`src/rtl/raptor64_wb_arb.sv`:
```
// raptor64_wb_arb: two-master round-robin WISHBONE arbiter with a stall watchdog.
// Ports: clk_i / rst_i (async, active-low); m0_* and m1_* are master-side WISHBONE
// ports; s_* is the shared slave port; gnt_o is the one-hot current owner.
module raptor64_wb_arb #(
  parameter logic [7:0] TMO = 8'd255
) (
  input  logic        clk_i,
  input  logic        rst_i,
  input  logic        m0_cyc_i,
  input  logic        m0_stb_i,
  input  logic        m0_we_i,
  input  logic [7:0]  m0_sel_i,
  input  logic [63:0] m0_adr_i,
  input  logic [63:0] m0_dat_i,
  input  logic [2:0]  m0_cti_i,
  input  logic [1:0]  m0_bte_i,
  output logic        m0_ack_o,
  output logic        m0_err_o,
  output logic [63:0] m0_dat_o,
  input  logic        m1_cyc_i,
  input  logic        m1_stb_i,
  input  logic        m1_we_i,
  input  logic [7:0]  m1_sel_i,
  input  logic [63:0] m1_adr_i,
  input  logic [63:0] m1_dat_i,
  input  logic [2:0]  m1_cti_i,
  input  logic [1:0]  m1_bte_i,
  output logic        m1_ack_o,
  output logic        m1_err_o,
  output logic [63:0] m1_dat_o,
  output logic        s_cyc_o,
  output logic        s_stb_o,
  output logic        s_we_o,
  output logic [7:0]  s_sel_o,
  output logic [63:0] s_adr_o,
  output logic [63:0] s_dat_o,
  output logic [2:0]  s_cti_o,
  output logic [1:0]  s_bte_o,
  input  logic        s_ack_i,
  input  logic [63:0] s_dat_i,
  output logic [1:0]  gnt_o
);
  typedef enum logic [1:0] {IDLE, OWN0, OWN1, ERR} state_t;
  state_t r_state, w_next;
  logic r_last, r_err1;
  logic [7:0] r_wd;
  logic w_own0, w_own1, w_stall, w_cyc;
  assign w_own0 = r_state == OWN0;
  assign w_own1 = r_state == OWN1;
  assign w_stall = s_stb_o & ~s_ack_i;
  // r_last tracks the current owner throughout OWN and ERR, so it selects whose cyc ends the tenure
  assign w_cyc = r_last ? m1_cyc_i : m0_cyc_i;
  always_comb begin
    w_next = r_state;
    if (r_state == IDLE)
      w_next = m0_cyc_i & (~m1_cyc_i | r_last) ? OWN0 : m1_cyc_i ? OWN1 : IDLE;
    else if (!w_cyc)
      w_next = IDLE;
    else if (r_state == ERR || (w_stall && r_wd == TMO))
      w_next = ERR;
  end
  always_ff @(posedge clk_i or negedge rst_i) begin
    if (!rst_i) begin
      r_state <= IDLE;
      r_last  <= 1'b1;
      r_wd    <= '0;
      r_err1  <= 1'b0;
    end else begin
      r_state <= w_next;
      r_last  <= w_next == OWN0 ? 1'b0 : w_next == OWN1 ? 1'b1 : r_last;
      r_wd    <= (w_next != r_state || !w_stall) ? '0 : r_wd + 8'd1;
      r_err1  <= w_next == ERR && r_state != ERR;
    end
  end
  assign s_cyc_o  = w_own0 ? m0_cyc_i : w_own1 ? m1_cyc_i : 1'b0;
  assign s_stb_o  = w_own0 ? m0_stb_i : w_own1 ? m1_stb_i : 1'b0;
  assign s_we_o   = w_own0 ? m0_we_i  : w_own1 ? m1_we_i  : 1'b0;
  assign s_sel_o  = w_own0 ? m0_sel_i : w_own1 ? m1_sel_i : '0;
  assign s_adr_o  = w_own0 ? m0_adr_i : w_own1 ? m1_adr_i : '0;
  assign s_dat_o  = w_own0 ? m0_dat_i : w_own1 ? m1_dat_i : '0;
  assign s_cti_o  = w_own0 ? m0_cti_i : w_own1 ? m1_cti_i : '0;
  assign s_bte_o  = w_own0 ? m0_bte_i : w_own1 ? m1_bte_i : '0;
  assign m0_ack_o = w_own0 & s_ack_i & m0_stb_i;
  assign m1_ack_o = w_own1 & s_ack_i & m1_stb_i;
  assign m0_err_o = r_err1 & ~r_last;
  assign m1_err_o = r_err1 & r_last;
  assign m0_dat_o = s_dat_i;
  assign m1_dat_o = s_dat_i;
  assign gnt_o    = {w_own1, w_own0};
endmodule

```
`config.mk`:
```
export PLATFORM = sky130hd
export DESIGN_NAME = raptor64_wb_arb
export DESIGN_NICKNAME = d
export VERILOG_FILES = /design/src/rtl/raptor64_wb_arb.sv
export SDC_FILE = /design/constraint.sdc
export NUM_CORES = 1
export LEC_CHECK = 0
export CAP_MARGIN = 0
export CELL_PAD_IN_SITES_DETAIL_PLACEMENT = 0
export CELL_PAD_IN_SITES_GLOBAL_PLACEMENT = 1
export CORE_AREA = 4 4 243 245
export DETAILED_ROUTE_END_ITERATION = 10
export DIE_AREA = 0 0 247 249
export PLACE_DENSITY = 0.56
export SLEW_MARGIN = 20
export SYNTH_ARGS = -nofsm -noshare
export SYNTH_HDL_FRONTEND = slang
export SYNTH_SLANG_ARGS = --single-unit
export TNS_END_PERCENT = 30
```
`constraint.sdc`:
```
create_clock -name clk_i -period 1.9 [get_ports clk_i]
set_input_delay 0.38 -clock clk_i [delete_from_list [all_inputs] [get_ports clk_i]]
set_output_delay 0.38 -clock clk_i [all_outputs]
set_load 0.05 [all_outputs]
```
==> results.py <==
metrics = {
    "outcome": {
        "status": "finished, violations left",
        "violations": "negative setup slack",
    },
    "worst_setup_path": {
        "ff2ff_setup_slack_ns": -0.10,
        "cp-end-kind": "primary output",
        "path_class": "reg -> out",
        "start_kind": "flop",
        "path_max_fanout": 28,
        "required_ns": 1.52,
        "cp.arrival_ns": 1.68,
    },
    "logic_synthesis": {
        "yosys.area.top_type": "a22o_1",
        "muxShareOfSynthArea_pct": 0.927,
        "ys.warnings.count": 0,
        "syn_inst": 387,
        "synth_top_family_by_area": "compound AO/OA/AOI/OAI gates",
        "synth-compound-area-share_pct": 43.4,
        "synthXorXnorAreaFrac_pct": 1.62,
        "ys_types": 39,
        "syn_area_per_cell_um2": 8.37,
        "syn_area_mm2": 0.00324,
        "yosysSeqAreaShare_pct": 9.31,
        "ys_seq_elements": 12,
        "synth_area_leaders": "a22o_1 (39%), buf_4 (31%), dfrtp_1 (8.5%)",
        "synth_adder_area_share_pct": 1.16,
        "synth-simple-area-share_pct": 7.65,
        "yosys.area.top_type_share_pct": 38.9,
        "syn_nets": 745,
    },
    "routing": {
        "first_pass_iters": 4,
        "wire_per_inst_um": 16.9,
        "dr.first_iter.drc_count": 137,
        "vias_per_cell": 2.92,
        "vias": 4351,
        "drc": 0,
        "ant_nets": 0,
        "wirelength_mm": 25.1,
    },
    "pwr": {
        "p_total_uw": 18200,
        "p_leak_uw": 0.00391,
        "vdd_drop_max_v": 0.000904,
        "powerDensity_mw_per_mm2": 1810,
    },
    "cells_and_area": {
        "final_cells": 1489,
        "stdcell_area_mm2": 0.0100,
        "area.sequential_um2": 303,
        "multi_input_area_mm2": 0.00220,
        "fillCellCount": 6275,
        "num-nets-final": 1082,
        "syn_to_final_growth_pct": 210,
        "drive_above_1_share_pct": 39.1,
    },
    "floorplanning": {
        "core_mm2": 0.0571,
        "fp.dieW_um": 247,
        "initial_utilization_pct": 5.67,
        "dieArea_mm2": 0.0615,
        "io_pins": 633,
        "rows": 88,
        "die_h_um": 249,
    },
    "clock_network": {
        "cts-root-buf": "clkbuf_16",
        "clkSinkCount": 12,
        "numCtsBuffers": 3,
        "path_clk_slew_ns": 0.05,
        "ctsHoldBuffers": 0,
        "cts_tree": "yes",
        "clock_latency_ns": 0.24,
        "htree_levels": 1,
        "clockBufferDepth": 2,
    },
    "sta": {
        "slew_headroom_pct": 61.9,
        "finalCritPeriodShare_pct": 108,
        "setup_ws_ns": -0.156,
        "report.final.slew_viol_count": 0,
        "max_freq_ghz": 0.486,
        "finalSetupViolations": 144,
        "rsz0062_at_grt": "yes",
        "finClkSkew_ns": 0.00383,
        "fin_setup_tns_ns": -13.76,
        "fin_crit_ns": 2.06,
        "hold_violations": 0,
        "worstMarginPinSlew_ns": 0.570,
    },
    "run": {
        "drv_cap": 0,
    },
    "global_routing": {
        "antenna_found_initial": 0,
        "grt_pass1_wl_mm": 34.2,
        "grt.overflow.total": 0,
        "grt_pass1_vias": 4848,
        "grt_max_degree": 37,
        "grt_usage_pct": 7.50,
    },
    "place": {
        "portBuffers": 440,
        "dp_slack_ns": -0.386,
        "dp_hpwl_mm": 22.2,
        "routabilityCongestion": 0.776,
        "placed_area_mm2": 0.00942,
        "numPlacedInstances": 1480,
    },
    "worst_hold_path": {
        "hold_class": "in -> async",
    },
}
## cell usage after synthesis, drive strengths merged
cell     number
nand2         7
nor4bb        1
o22ai         1
nor4b         2
nor3          3
nand2b        1
and3          3
o21ba         1
nand3         4
a2111oi       1
and2          1
dfstp         1
buf         164
and4bb        2
a21oi         3
xor2          3
clkbuf        1
o221a         1
a21boi        2
inv           1
nor2b         3
o21bai        1
o211ai        1
ha            3
a22o        144
and2b         2
and4          1
mux2i         3
dfrtp        11
o21ai         2
nor2          9
o221ai        1
xnor2         3
## routing by layer
| metal | wire length [µm] | GRT usage [%] | share of wire, % | vias up |
|---|---|---|---|---|
| met2 | 11600 | 12.4 | 46 | 304 |
| met1 | 9800 | 8.79 | 39 | 1968 |
| met3 | 2810 | 3.09 | 11 | 68 |
| met5 | 0 | 0 | 0 | - |
| li1 | - | - | - | 2011 |
| met4 | 924 | 2.35 | 3.7 | 0 |
## repair_timing
action	CTS	global route
pin swaps	24	20
gates cloned	1	0
resized for setup	37	36
setup buffers	3	0
endpoints found under the setup margin	148	153
## worst max-delay path, stage by stage (launching register included)
cell,delay [ns]
dfrtp_1,0.38
and2b_4,0.29
buf_12,0.19
buf_4,0.16
a22o_1,0.19
buf_12,0.16
## flip-flops by register name (all words and copies together), names as in the netlist
register,cells
r_state,2
r_last,1
r_err1,1
r_wd,8
## stage by stage
stage                     utilization, %  hold WS [ns]
after global routing                17.6         0.565
after global placement              16.5         0.536
after floorplan                        -        0.0844
after detailed placement            16.5         0.539
after CTS                           17.1         0.540
final                               17.6         0.508
## where the power goes
part           total, µW  switching [µW]  internal [µW]
Clock                430             112            318
Sequential           354            45.8            308
Combinational      17400            9000           8410
Total              18200            9160           9030
## cell usage in the layout (no fill, tap or decap), drive strengths merged
cell type and instances:
dlygate4sd2 1, nand2 7, nor4b 2, o21ai 2
clkdlybuf4s50 289, diode 1, o21ba 1, clkbuf 4
xnor2 3, and3 3, and2 1, a21boi 2
o211ai 1, o22ai 1, nor3 3, o221a 1
and4bb 2, a21oi 3, nor4bb 1, xor2 3
and4 1, buf 207, inv 1, dfstp 1
o221ai 1, ha 3, a2111oi 1, dfrtp 11
and2b 2, nand3 4, a22o 144, nor2 9
nor2b 3, nand2b 1, o21bai 1, mux2i 3
## path summary, 6_finish.rpt
path	cells past startpoint	end	startpoint
worst max-delay path	5	s_dat_o[17]	r_state[1]
worst min-delay path	1	r_err1	rst_i
worst max register to register	9	r_last	r_state[1]
worst min register to register	2	r_wd[0]	r_wd[0]
max in group asynchronous	1	r_state[0]	rst_i
min in group clk_i	2	r_wd[0]	r_wd[0]
## final cells by class
| cell class | instances | area share (%) |
|---|---|---|
| flip-flops and latches | 12 | 3.01 |
| repair buffers | 497 | 64.6 |
| multi-input cells | 209 | 21.9 |
| well taps | 765 | 9.53 |
| inverters | 1 | 0.0374 |
| clock buffers | 4 | 0.884 |
| diodes | 1 | 0.0249 |
## logic make-up after synthesis
| kind of cell | after synthesis |
|---|---|
| adder cells (fa/ha/maj) | 3 |
| multiplexers | 3 |
| AO/OA/AOI/OAI | 158 |
| flip-flops | 12 |
| buffers and inverters | 166 |
| AND/OR/NAND/NOR | 39 |
| XOR/XNOR | 6 |
Note: power is estimated with default switching activity, not from simulation.
